==> src/rtl/board_b_d_pkg.sv <==
// Shared types and constants for the B-D graphics ROM arbiter.
// Holds the arbiter state encoding, line type and round-robin helper.
package board_b_d_pkg;

    localparam int GFX_REQUESTERS = 3;
    localparam int GFX_TAG_W      = 20;

    typedef enum logic [1:0] {
        IDLE  = 2'd0,
        ISSUE = 2'd1,
        WAIT  = 2'd2
    } gfx_arb_state_t;

    typedef logic [63:0] gfx_line_t;

    // Next requester index in round-robin order, wrapping after the last one.
    function automatic logic [1:0] rr_next(input logic [1:0] idx);
        return (idx == 2'(GFX_REQUESTERS - 1)) ? 2'd0 : idx + 2'd1;
    endfunction

endpackage

==> src/rtl/gfx_line_buf.sv <==
// One-line (64-bit) read buffer for a single tile fetcher: tag, valid flag,
// hit compare against the current word address and 32-bit half select.
module gfx_line_buf
    import board_b_d_pkg::*;
(
    input  logic        clk_i,
    input  logic        rst_ni,
    input  logic        flush_i,
    input  logic [20:0] addr_i,
    input  logic        fill_i,
    input  gfx_line_t   fill_data_i,
    output logic        hit_o,
    output logic [31:0] half_o
);

    logic [GFX_TAG_W-1:0] tag_q, tag_d;
    logic                 valid_q, valid_d;
    gfx_line_t            line_q, line_d;

    always_ff @(posedge clk_i or negedge rst_ni) begin
        if (!rst_ni) begin
            tag_q   <= '0;
            valid_q <= 1'b0;
            line_q  <= '0;
        end else begin
            tag_q   <= tag_d;
            valid_q <= valid_d;
            line_q  <= line_d;
        end
    end

    always_comb begin
        tag_d   = tag_q;
        valid_d = valid_q;
        line_d  = line_q;
        if (fill_i) begin
            tag_d   = addr_i[20:1];
            line_d  = fill_data_i;
            valid_d = 1'b1;
        end
        // A fill that lands while flushing still delivers data but stays invalid.
        if (flush_i) begin
            valid_d = 1'b0;
        end
    end

    assign hit_o  = valid_q && !flush_i && (tag_q == addr_i[20:1]);
    assign half_o = addr_i[0] ? line_q[63:32] : line_q[31:0];

endmodule

==> src/rtl/board_b_d_gfx_arb.sv <==
// Shares one 64-bit graphics-ROM SDRAM channel between the three B-D playfield
// fetchers with toggle handshakes, round-robin grants and per-requester line buffers.
module board_b_d_gfx_arb
    import board_b_d_pkg::*;
#(
    parameter logic [24:0] BASE_ADDR = 25'h0
) (
    input  logic        CLK_96M,
    input  logic        RESET_N,
    input  logic        FLUSH,
    input  logic [20:0] addr_a,
    input  logic [20:0] addr_b,
    input  logic [20:0] addr_c,
    input  logic        req_a,
    input  logic        req_b,
    input  logic        req_c,
    output logic [31:0] data_a,
    output logic [31:0] data_b,
    output logic [31:0] data_c,
    output logic        rdy_a,
    output logic        rdy_b,
    output logic        rdy_c,
    output logic [24:0] sdr_addr,
    output logic        sdr_req,
    input  logic        sdr_rdy,
    input  logic [63:0] sdr_data
);

    gfx_arb_state_t state_q, state_d;
    logic [1:0]     grant_q, grant_d;
    logic [1:0]     last_q, last_d;
    logic           sdr_req_q, sdr_req_d;
    logic [24:0]    sdr_addr_q, sdr_addr_d;

    logic [GFX_REQUESTERS-1:0] rdy_q, rdy_d;
    logic [31:0]               data_q [GFX_REQUESTERS];
    logic [31:0]               data_d [GFX_REQUESTERS];

    logic [20:0]               addr_v    [GFX_REQUESTERS];
    logic [31:0]               half_data [GFX_REQUESTERS];
    logic [GFX_REQUESTERS-1:0] req_v, pend, hit_match, hit_ok, miss, fill_en, granted_oh;

    logic       served;
    logic       rr_found;
    logic [1:0] rr_pick, rr_cur;

    assign addr_v[0] = addr_a;
    assign addr_v[1] = addr_b;
    assign addr_v[2] = addr_c;
    assign req_v     = {req_c, req_b, req_a};

    assign pend       = req_v ^ rdy_q;
    assign granted_oh = (state_q != IDLE) ? (3'b001 << grant_q) : 3'b000;
    assign hit_ok     = pend & hit_match & ~granted_oh;
    assign miss       = pend & ~hit_match;

    generate
        for (genvar gi = 0; gi < GFX_REQUESTERS; gi++) begin : g_line
            gfx_line_buf u_line_buf (
                .clk_i       (CLK_96M),
                .rst_ni      (RESET_N),
                .flush_i     (FLUSH),
                .addr_i      (addr_v[gi]),
                .fill_i      (fill_en[gi]),
                .fill_data_i (sdr_data),
                .hit_o       (hit_match[gi]),
                .half_o      (half_data[gi])
            );
        end
    endgenerate

    // Round-robin search starts at the requester after the last completed grant.
    always_comb begin
        rr_found = 1'b0;
        rr_pick  = last_q;
        rr_cur   = last_q;
        for (int k = 0; k < GFX_REQUESTERS; k++) begin
            rr_cur = rr_next(rr_cur);
            if (miss[rr_cur] && !rr_found) begin
                rr_found = 1'b1;
                rr_pick  = rr_cur;
            end
        end
    end

    always_comb begin
        state_d    = state_q;
        grant_d    = grant_q;
        last_d     = last_q;
        sdr_req_d  = sdr_req_q;
        sdr_addr_d = sdr_addr_q;
        rdy_d      = rdy_q;
        data_d     = data_q;
        fill_en    = '0;
        served     = 1'b0;

        // Buffer hits never touch SDRAM and run alongside any access in flight.
        for (int i = 0; i < GFX_REQUESTERS; i++) begin
            if (hit_ok[i] && !served) begin
                served    = 1'b1;
                rdy_d[i]  = ~rdy_q[i];
                data_d[i] = half_data[i];
            end
        end

        case (state_q)
            IDLE: begin
                if (rr_found) begin
                    grant_d = rr_pick;
                    state_d = ISSUE;
                end
            end
            ISSUE: begin
                sdr_addr_d = BASE_ADDR + {2'b00, addr_v[grant_q][20:1], 3'b000};
                sdr_req_d  = ~sdr_req_q;
                state_d    = WAIT;
            end
            WAIT: begin
                if (sdr_rdy == sdr_req_q) begin
                    fill_en[grant_q] = 1'b1;
                    rdy_d[grant_q]   = ~rdy_q[grant_q];
                    data_d[grant_q]  = addr_v[grant_q][0] ? sdr_data[63:32] : sdr_data[31:0];
                    last_d           = grant_q;
                    state_d          = IDLE;
                end
            end
            default: state_d = IDLE;
        endcase
    end

    always_ff @(posedge CLK_96M or negedge RESET_N) begin
        if (!RESET_N) begin
            state_q    <= IDLE;
            grant_q    <= 2'd0;
            last_q     <= 2'(GFX_REQUESTERS - 1);
            sdr_req_q  <= 1'b0;
            sdr_addr_q <= '0;
            rdy_q      <= '0;
            for (int i = 0; i < GFX_REQUESTERS; i++) begin
                data_q[i] <= '0;
            end
        end else begin
            state_q    <= state_d;
            grant_q    <= grant_d;
            last_q     <= last_d;
            sdr_req_q  <= sdr_req_d;
            sdr_addr_q <= sdr_addr_d;
            rdy_q      <= rdy_d;
            data_q     <= data_d;
        end
    end

    assign data_a   = data_q[0];
    assign data_b   = data_q[1];
    assign data_c   = data_q[2];
    assign rdy_a    = rdy_q[0];
    assign rdy_b    = rdy_q[1];
    assign rdy_c    = rdy_q[2];
    assign sdr_req  = sdr_req_q;
    assign sdr_addr = sdr_addr_q;

endmodule
==> config.mk <==
export PLATFORM = sky130hd
export DESIGN_NAME = board_b_d_gfx_arb
export DESIGN_NICKNAME = d
export VERILOG_FILES = /design/src/rtl/board_b_d_pkg.sv /design/src/rtl/gfx_line_buf.sv /design/src/rtl/board_b_d_gfx_arb.sv
export SDC_FILE = /design/constraint.sdc
export NUM_CORES = 1
export LEC_CHECK = 0
export ABC_AREA = 1
export BUFFER_PORTS_ARGS = -buffer_cell sky130_fd_sc_hd__buf_2
export CORE_ASPECT_RATIO = 1.25
export CORE_UTILIZATION = 45
export DETAILED_ROUTE_END_ITERATION = 12
export PLACE_DENSITY_LB_ADDON = 0.25
export SYNTH_ARGS = -nofsm -noshare
export SYNTH_HDL_FRONTEND = slang
export SYNTH_SLANG_ARGS = --single-unit
export TNS_END_PERCENT = 20
==> constraint.sdc <==
create_clock -name CLK_96M -period 2.3 [get_ports CLK_96M]
set_input_delay 0.115 -clock CLK_96M [delete_from_list [all_inputs] [get_ports CLK_96M]]
set_output_delay 0.115 -clock CLK_96M [all_outputs]
set_load 0.02 [all_outputs]
==> impl_metrics.json, run 1 <==
{
  "switchingPower_mw": 11.4,
  "worst-setup-path-type": "flop to flop",
  "setup_viol": 0,
  "totalWireLength_microns": 55300,
  "synthCells": 2218,
  "synth_area_per_cell_sq_um": 8.12,
  "root_buffer": "clkbuf_16",
  "area_growth_pct": 26.0,
  "first_global_vias": 15800,
  "slew_headroom_pct": 55.9,
  "clock-sinks": 381,
  "synth_flop_cell": "dfrtp_1",
  "max_freq_mhz": 451,
  "hold_class": "primary input to flop",
  "leakagePower_nw": 11.4,
  "yosysWarningCount": 0,
  "drc": 0,
  "fp-row-count": 81,
  "p_per_area_nw_per_um2": 1290,
  "cts.clk_slew.worst_paths_ns": 0.07,
  "tritoncts": "yes",
  "io_buffers": 253,
  "arrival_ns": 2.65,
  "dp_hpwl_microns": 36100,
  "h-tree-depth": 2,
  "worstPathCellList": "inv_1, buf_4, nand2_1, buf_4, a21oi_1, a31oi_1, dlygate4sd3_1",
  "crit_required_ns": 2.73,
  "finalHoldViolCount": 0,
  "ys_types": 32,
  "cp_top_family": "buffers and inverters",
  "vdd_drop_max_mv": 0.762,
  "netSwitchingFraction_pct": 38.9,
  "ant_nets": 0,
  "clockPowerShare_pct": 23.3,
  "hold_ws_ns": 0.0120,
  "num_io_pins": 259,
  "antenna_found_initial": 2,
  "p_int_mw": 17.9,
  "viasPerCell": 5.26,
  "synth-seq-area-share_pct": 52.9,
  "clk_path_buf_depth": 3,
  "grt_overflow": 0,
  "mostFrequentLayoutCells": "nand2_1 (609), o21ai_0 (424), dfrtp_1 (380)",
  "crit_top_cell": "buf_4",
  "worstPathMaxFanout": 21,
  "seq_power_share_pct": 39.5,
  "ys_ff_latch": 381,
  "critPathMaxStageDelay_ns": 0.56,
  "final_nets": 2704,
  "setup_tns_ns": 0,
  "crit_slowest_cell": "dlygate4sd3_1",
  "tightest_slew_ns": 0.661,
  "drt_iter0_markers": 1261,
  "die_x_microns": 181,
  "run_status": "completed",
  "vias": 16300,
  "finalCriticalPeriod_ns": 2.22,
  "start_kind": "flop",
  "grt_setup_unrepaired": "yes",
  "wire_per_inst_microns": 17.9,
  "insertion_delay_ns": 0.55,
  "drive_above_1_share_pct": 15.2,
  "grt_max_degree": 85,
  "cp_num_buf_inv": 4,
  "gp_congestion": 0.959,
  "fin_skew_ns": 0.0210,
  "synth_edf_count": 0,
  "drt-pass1-iter-count": 6,
  "slew_violations": 0,
  "cts_buffers": 42,
  "finalCritPeriodShare_pct": 96.4,
  "track_usage_pct": 26.5,
  "die_area_sq_um": 40900,
  "die_y_microns": 226,
  "timing.max_cap.violations": 0,
  "final_common_cell": "nand2_1",
  "ys_async_sr_fraction_pct": 100,
  "p_comb_share_pct": 37.1,
  "end_kind": "flop",
  "coreArea_sq_um": 39300,
  "diodes": 0,
  "grt_pass1_wl_microns": 84700,
  "start_util_pct": 45.8,
  "syn_area_sq_um": 18000
}
-- per-layer routing --
layer	share of wire, %	track usage, %	wire (microns)	vias up
met4	3.9	10.9	2170	4
met2	48	45.8	26500	640
met5	0.056	0	31	-
met3	7.3	4.56	4020	122
met1	41	32.9	22600	7680
li1	-	-	-	7835
-- Yosys cell counts, drive strengths merged (9+ instances only) --
cell type / instances / area, sq um
nand2: 610 / 2290
o21ai: 510 / 2550
dfrtp: 380 / 9510
inv: 279 / 1050
nor2: 80 / 323
clkbuf: 68 / 255
mux2i: 65 / 651
buf: 61 / 338
a21oi: 57 / 285
o211ai: 34 / 255
nand3: 21 / 105
o22ai: 10 / 62.6
xnor2: 9 / 78.8
-- state kept, by name (all words and copies together) (netlist names) --
name                       cells
data_a                        32
state_q                        2
last_q                         2
g_line.u_line_buf.valid_q      3
g_line.u_line_buf.tag_q       60
g_line.u_line_buf.line_q     192
data_b                        32
rdy_q                          3
sdr_addr                      20
grant_q                        2
sdr_req                        1
data_c                        32
-- power by group through the flow --
stage / registers [mW] / logic, mW / clock network [mW]
2_1_floorplan: 12.5 / 5.89 / 0
3_3_place_gp: 11.5 / 10.3 / 0
3_5_place_dp: 11.7 / 10.6 / 0
4_1_cts: 11.6 / 10.8 / 6.97
5_1_grt: 11.9 / 12.3 / 7.24
6_report: 11.6 / 10.9 / 6.84
-- cell families (layout without fill, tap and decap cells) --
| family | count (synthesis) | count (layout) | share of synthesized area [%] |
|---|---|---|---|
| AND/OR/NAND/NOR | 726 | 726 | 15.6 |
| multiplexers | 65 | 65 | 3.61 |
| flip-flops | 381 | 381 | 52.9 |
| XOR/XNOR | 14 | 14 | 0.680 |
| buffers and inverters | 408 | 784 | 9.10 |
| other | 1 | 5 | 0.0208 |
| AO/OA/AOI/OAI | 623 | 623 | 18.1 |
-- area by class of cell --
cell class / instances / area, sq um
Sequential cell: 381 / 9540
Clock inverter: 13 / 178
Inverter: 279 / 1060
Multi-Input combinational cell: 1433 / 6900
Clock buffer: 59 / 1210
Fill cell: 3514 / 16600
Tap cell: 498 / 623
Timing Repair Buffer: 433 / 3200
-- worst register-to-register path, cell delays in order, from the launching register on --
cell           delay [ns]
dfrtp_1              0.40
inv_1                0.08
buf_4                0.18
nand2_1              0.28
buf_4                0.32
a21oi_1              0.20
a31oi_1              0.09
dlygate4sd3_1        0.56
-- timing repair --
action | CTS | global route
setup endpoints to repair | 0 | 61
setup buffers | 0 | 1
endpoints found under the hold margin | 338 | 0
hold buffers | 123 | 0
resized for setup | 0 | 26
-- path summary, 6_finish.rpt --
check / startpoint / endpoint / slack [ns] / cells after the start
worst max-delay path: state_q[1]$_DFFE_PN0P_ / sdr_addr[11]$_DFFE_PN0N_ / 0.08 / 7
worst min register to register: g_line[1].u_line_buf.line_q[41]$_DFFE_PN0P_ / g_line[1].u_line_buf.line_q[41]$_DFFE_PN0P_ / 0.48 / 2
min in group asynchronous: RESET_N / g_line[0].u_line_buf.tag_q[5]$_DFFE_PN0P_ / 0.14 / 2
worst min-delay path: addr_b[18] / g_line[1].u_line_buf.tag_q[17]$_DFFE_PN0P_ / 0.01 / 5
worst max register to register: state_q[1]$_DFFE_PN0P_ / sdr_addr[11]$_DFFE_PN0N_ / 0.08 / 7
max in group asynchronous: RESET_N / g_line[1].u_line_buf.line_q[33]$_DFFE_PN0P_ / 1.26 / 3
-- per-stage QoR --
step | cell area (sq um) | setup slack [ns] | power [mW] | utilization (%) | cells
final | 22700 | 0.0833 | 29.4 | 57.7 | 3096
after global routing | 22700 | -0.0239 | 31.5 | 57.7 | 3096
after CTS | 22600 | 0.0609 | 29.4 | 57.6 | 3093
after detailed placement | 20000 | 0.0978 | 22.2 | 50.9 | 2898
after global placement | 20000 | 0.107 | 21.9 | 50.9 | 2898
after floorplan | 18000 | 0.303 | 18.4 | - | 2222
No activity file was read; power rests on OpenSTA's default activity.
==> run 2, diff against run 1 <==
CORE_MARGIN = 5   (was default)
clock period = 1.8 ns   (was 2.3 ns; I/O delays follow)
==> run 2 against run 1 <==
The run now ends with negative setup slack left. Routed wire length increased by 8.0%. Maximum frequency increased by 4.2%. Highest routed layer unchanged. Critical path type unchanged. Critical endpoint is now data_b[22]$_DFF_PN0_. Flip-flop and latch count unchanged. Worst setup slack got worse by 0.41 ns.
==> impl_metrics.json, run 2 (synthesized netlist as in run 1, its figures left out) <==
{
  "finalCriticalPeriod_ns": 2.13,
  "timing.max_cap.violations": 0,
  "start_util_pct": 45.3,
  "violations": "negative setup slack",
  "tritoncts": "yes",
  "mostFrequentLayoutCells": "nand2_1 (589), dfrtp_1 (377), o21ai_0 (323)",
  "fillers": 3475,
  "p_per_area_nw_per_um2": 1610,
  "cts_buffers": 41,
  "track_usage_pct": 25.7,
  "num_io_pins": 259,
  "dp_hpwl_microns": 38300,
  "gp_congestion": 0.948,
  "drt-pass1-iter-count": 5,
  "fp-row-count": 82,
  "io_buffers": 253,
  "slew_violations": 0,
  "total_power_mw": 39.4,
  "h-tree-depth": 2,
  "grt_max_degree": 77,
  "worstPathMaxFanout": 6,
  "cts.clk_slew.worst_paths_ns": 0.06,
  "drc": 0,
  "grt_pass1_wl_microns": 90600,
  "setup_tns_ns": -22.55,
  "final_nets": 2839,
  "setup_ws_ns": -0.327,
  "vias": 17000,
  "viasPerCell": 5.23,
  "ant_nets": 0,
  "top_regs": "g_line.u_line_buf.line_q x192, g_line.u_line_buf.tag_q x60",
  "regMostFlops": "g_line.u_line_buf.line_q",
  "final_common_cell": "nand2_1",
  "die_y_microns": 234,
  "reg2regPathDepth": 14,
  "final_util_pct": 61.6,
  "grt_setup_unrepaired": "yes",
  "place_inst": 3025,
  "run_status": "finished with violations",
  "leakagePower_nw": 12.3,
  "largest_reg_flops": 192,
  "area_growth_pct": 36.0,
  "totalWireLength_microns": 59700,
  "stdcell_count": 3245,
  "end_kind": "flop",
  "max_freq_mhz": 470,
  "fin_skew_ns": 0.0233,
  "clk_path_buf_depth": 3,
  "grt_overflow": 0,
  "drive_above_1_share_pct": 22.4,
  "arrival_ns": 2.57,
  "worst-setup-path-type": "flop to flop",
  "coreArea_sq_um": 39800,
  "slew_headroom_pct": 47.5,
  "first_global_vias": 16600,
  "root_buffer": "clkbuf_16",
  "drt_iter0_markers": 1237,
  "die_area_sq_um": 44200,
  "hold_ws_ns": 0.0162,
  "wire_per_inst_microns": 18.4,
  "vdd_drop_max_mv": 1.04,
  "finalCritPeriodShare_pct": 118,
  "finalHoldViolCount": 0,
  "antenna_found_initial": 3,
  "clock-sinks": 381,
  "crit_required_ns": 2.24,
  "hold_class": "primary input to asynchronous set/reset pin",
  "tightest_slew_ns": 0.787,
  "setup_viol": 102,
  "insertion_delay_ns": 0.56,
  "die_x_microns": 189,
  "start_kind": "flop"
}
==> run 2: worst max-delay path, cell delays in order, from the launching register on <==
cell,delay (ns)
dfrtp_1,0.41
inv_2,0.05
nand2_2,0.08
nand2_1,0.06
nor2_1,0.10
nand2_1,0.06
nor2_1,0.11
nand3_2,0.16
nor2_2,0.13
nand2_2,0.09
and2_4,0.24
buf_12,0.16
buf_6,0.11
o211ai_1,0.15
o21ai_1,0.08
==> run 2: timing repair <==
item	CTS	global route
hold endpoints to repair	589	0
setup buffers	3	10
cloned	3	9
resized for setup	72	137
endpoints found under the setup margin	116	281
hold buffers	118	0
pin swaps	9	33
==> run 2: final timing paths <==
| check | start | end | slack [ns] |
|---|---|---|---|
| max | g_line[0].u_line_buf.tag_q[0]$_DFFE_PN0P_ | data_b[22]$_DFF_PN0_ | -0.33 |
| min | RESET_N | g_line[0].u_line_buf.tag_q[10]$_DFFE_PN0P_ | 0.02 |
| max reg2reg | g_line[0].u_line_buf.tag_q[0]$_DFFE_PN0P_ | data_b[22]$_DFF_PN0_ | -0.33 |
| min reg2reg | g_line[0].u_line_buf.line_q[8]$_DFFE_PN0P_ | g_line[0].u_line_buf.line_q[8]$_DFFE_PN0P_ | 0.48 |
| max in group asynchronous | RESET_N | data_b[2]$_DFF_PN0_ | 0.97 |
| min in group CLK_96M | addr_b[7] | sdr_addr[9]$_DFFE_PN0N_ | 0.03 |
==> run 2: through the flow <==
step | setup slack [ns] | area (sq um)
after floorplan | -0.0213 | 18100
after detailed placement | -0.575 | 21200
after global placement | -0.517 | 21200
after global routing | -0.489 | 24500
final | -0.327 | 24500
after CTS | -0.313 | 23900
==> run 2: power breakdown <==
part           internal, mW  switching (mW)  leakage (nW)
combinational          6.27            9.44          6.94
sequential             12.6            2.35          4.67
clock                  5.12            3.60         0.697
total                  24.0            15.4          12.3
==> run 2: area by class of cell <==
cell class | count | area (sq um) | area share, %
antenna | 3 | 7.51 | 0.0306
multi-input combinational | 1433 | 7190 | 29.3
clock buffer | 58 | 1200 | 4.90
inverter | 279 | 1060 | 4.34
clock inverter | 18 | 198 | 0.806
tap | 504 | 631 | 2.57
sequential | 381 | 9540 | 38.9
timing repair buffer | 569 | 4680 | 19.1
==> run 2: per-layer routing <==
metal,vias up,wire length (microns),GRT usage (%)
met4,4,2450,9.43
met1,8070,24600,33.3
met3,132,4240,4.76
li1,8139,-,-
met5,-,21,0
met2,640,28400,43.3
==> run 3, diff against run 2 <==
MAX_ROUTING_LAYER = met4   (was default)
==> run 3 against run 2 <==
The run still ends with negative setup slack left. Total power decreased by 0.10%. Count of clock-buffer cells in the layout decreased by 1. Worst setup slack got worse by 0.068 ns. Non-clock buffer count increased by 9. Cell area decreased by 0.14%. First-iteration DRC count decreased by 0.97%. Sequential share of layout area increased by 0.054 points. Maximum frequency decreased by 3.1%. Cell count increased by 0.12%. Routed wire length increased by 0.88%.
==> impl_metrics.json, run 3 (synthesized netlist as in run 1, its figures left out) <==
{
  "fin_area_sq_um": 24500,
  "die_area_sq_um": 44200,
  "vdd_drop_max_mv": 1.18,
  "fillers": 3483,
  "grt_overflow": 0,
  "tritoncts": "yes",
  "die_x_microns": 189,
  "fp-row-count": 82,
  "placed_area_sq_um": 21200,
  "slew_violations": 0,
  "antenna_found_initial": 3,
  "worst-setup-path-type": "flop to flop",
  "arrival_ns": 2.63,
  "final_common_cell": "nand2_1",
  "io_buffers": 253,
  "critPathMaxStageDelay_ns": 0.39,
  "crit_slowest_cell": "dfrtp_1",
  "end_kind": "flop",
  "ant_nets": 0,
  "drt_iter0_markers": 1225,
  "leakagePower_nw": 12.3,
  "finalCritPeriodShare_pct": 122,
  "worstPathCellList": "buf_6, xor2_1, nor2_1, nand3_1, nand3b_1, nor2_4, nand3b_1, buf_4, buf_16, nand2_1, o21ai_0, o21ai_0, inv_1",
  "viasPerCell": 5.26,
  "p_per_area_nw_per_um2": 1610,
  "start_util_pct": 45.3,
  "coreArea_sq_um": 39800,
  "fin_skew_ns": 0.0213,
  "first_global_vias": 17000,
  "violations": "negative setup slack",
  "max_freq_mhz": 456,
  "top_regs": "g_line.u_line_buf.line_q x192, g_line.u_line_buf.tag_q x60",
  "mostFrequentLayoutCells": "nand2_1 (577), dfrtp_1 (377), o21ai_0 (309)",
  "finalCriticalPeriod_ns": 2.20,
  "timing.rr.start": "g_line[0].u_line_buf.tag_q[2]$_DFFE_PN0P_",
  "clk_path_buf_depth": 3,
  "worstPathMaxFanout": 23,
  "tightest_slew_ns": 0.730,
  "final_nets": 2848,
  "num_io_pins": 259,
  "grt_pass1_wl_microns": 92500,
  "crit_path_start": "g_line[0].u_line_buf.tag_q[2]$_DFFE_PN0P_",
  "area_growth_pct": 35.8,
  "die_y_microns": 234,
  "dp_hpwl_microns": 38900,
  "totalWireLength_microns": 60200,
  "root_buffer": "clkbuf_16",
  "drive_above_1_share_pct": 22.4,
  "setup_ws_ns": -0.395,
  "start_kind": "flop",
  "grt_max_degree": 99,
  "vias": 17100,
  "r2r-end": "data_a[26]$_DFF_PN0_",
  "endpoint": "data_a[26]$_DFF_PN0_",
  "slew_headroom_pct": 51.3,
  "h-tree-depth": 2,
  "drt-pass1-iter-count": 5,
  "drc": 0,
  "cts.clk_slew.worst_paths_ns": 0.06,
  "gp_congestion": 0.939,
  "timing.max_cap.violations": 0,
  "crit_required_ns": 2.23,
  "cts_buffers": 41,
  "finalHoldViolCount": 0,
  "insertion_delay_ns": 0.54,
  "run_status": "finished with violations",
  "clock-sinks": 381,
  "final_util_pct": 61.5,
  "pre_cts_ws_ns": -0.568,
  "regMostFlops": "g_line.u_line_buf.line_q",
  "largest_reg_flops": 192,
  "setup_viol": 109,
  "hold_class": "primary input to flop",
  "reg2regPathDepth": 13,
  "grt_setup_unrepaired": "yes",
  "total_power_mw": 39.3,
  "track_usage_pct": 27.0,
  "wire_per_inst_microns": 18.5,
  "r2r_slack_ns": -0.40
}
-- run 3: cell count changes in the layout (fill, tap and decap cells not counted), sizes merged --
cell	delta
clkinv	-4
buf	+13
clkinvlp	-1
clkbuf	-4
dlygate4sd3	-1
bufinv	+1
-- run 3: per-stage QoR --
| step | setup TNS [ns] | std cells | hold WS, ns |
|---|---|---|---|
| 6_report | -28.91 | 3249 | 0.00946 |
| 5_1_grt | -49.72 | 3249 | 0.0198 |
| 4_1_cts | -29.00 | 3238 | 0.00238 |
| 3_5_place_dp | -44.47 | 3037 | -0.0140 |
| 3_3_place_gp | -38.40 | 3037 | -0.0178 |
| 2_1_floorplan | -0.363 | 2222 | -0.206 |
-- run 3: layer usage --
metal	up-vias	part of all wire, %	global-route usage [%]	wire [microns]
met5	-	0	-	0
met2	640	48	44.6	29000
met3	127	6.7	4.12	4030
met4	0	3.9	10.0	2330
li1	8137	-	-	-
met1	8177	41	34.2	24900
-- run 3: power by group --
| part | internal (mW) | switching, mW | leakage [nW] |
|---|---|---|---|
| clock | 5.15 | 3.47 | 0.675 |
| sequential | 12.6 | 2.35 | 4.67 |
| combinational | 6.30 | 9.48 | 6.94 |
| total | 24.0 | 15.3 | 12.3 |
-- run 3: timing repair --
action | CTS | global route
setup endpoints to repair | 252 | 312
gates cloned | 6 | 5
pin swaps | 11 | 26
buffers inserted | 8 | 3
gates resized for setup | 101 | 124
endpoints found under the hold margin | 663 | 0
hold buffers | 117 | 0
-- run 3: worst max-delay path: cells and delay by family, from the launching register on --
| family | cells | cell delay (ns) |
|---|---|---|
| AND/OR/NAND/NOR | 6 | 0.78 |
| buffers and inverters | 4 | 0.55 |
| XOR/XNOR | 1 | 0.13 |
| AO/OA/AOI/OAI | 2 | 0.20 |
| flip-flops | 1 | 0.39 |
-- run 3: worst min-delay path by stage --
| stage | cells after the start | to | slack (ns) | startpoint |
|---|---|---|---|---|
| after global routing | 4 | sdr_addr[13]$_DFFE_PN0N_ | 0.02 | addr_a[11] |
| after floorplan | 0 | data_a[0]$_DFF_PN0_ | -0.21 | RESET_N |
| after global placement | 1 | g_line[2].u_line_buf.tag_q[14]$_DFFE_PN0P_ | -0.02 | RESET_N |
| after detailed placement | 1 | g_line[2].u_line_buf.tag_q[18]$_DFFE_PN0P_ | -0.01 | RESET_N |
| final | 4 | sdr_addr[20]$_DFFE_PN0N_ | 0.009 | addr_a[18] |
| after CTS | 4 | sdr_addr[13]$_DFFE_PN0N_ | 0.002 | addr_a[11] |
-- run 3: final cells by class --
cell class	count	area (sq um)	area share, %
timing repair buffer	578	4690	19.2
clock inverter	14	180	0.736
antenna	3	7.51	0.0307
sequential	381	9540	39.0
inverter	279	1070	4.35
clock buffer	57	1180	4.81
tap	504	631	2.58
multi-input combinational	1433	7180	29.3
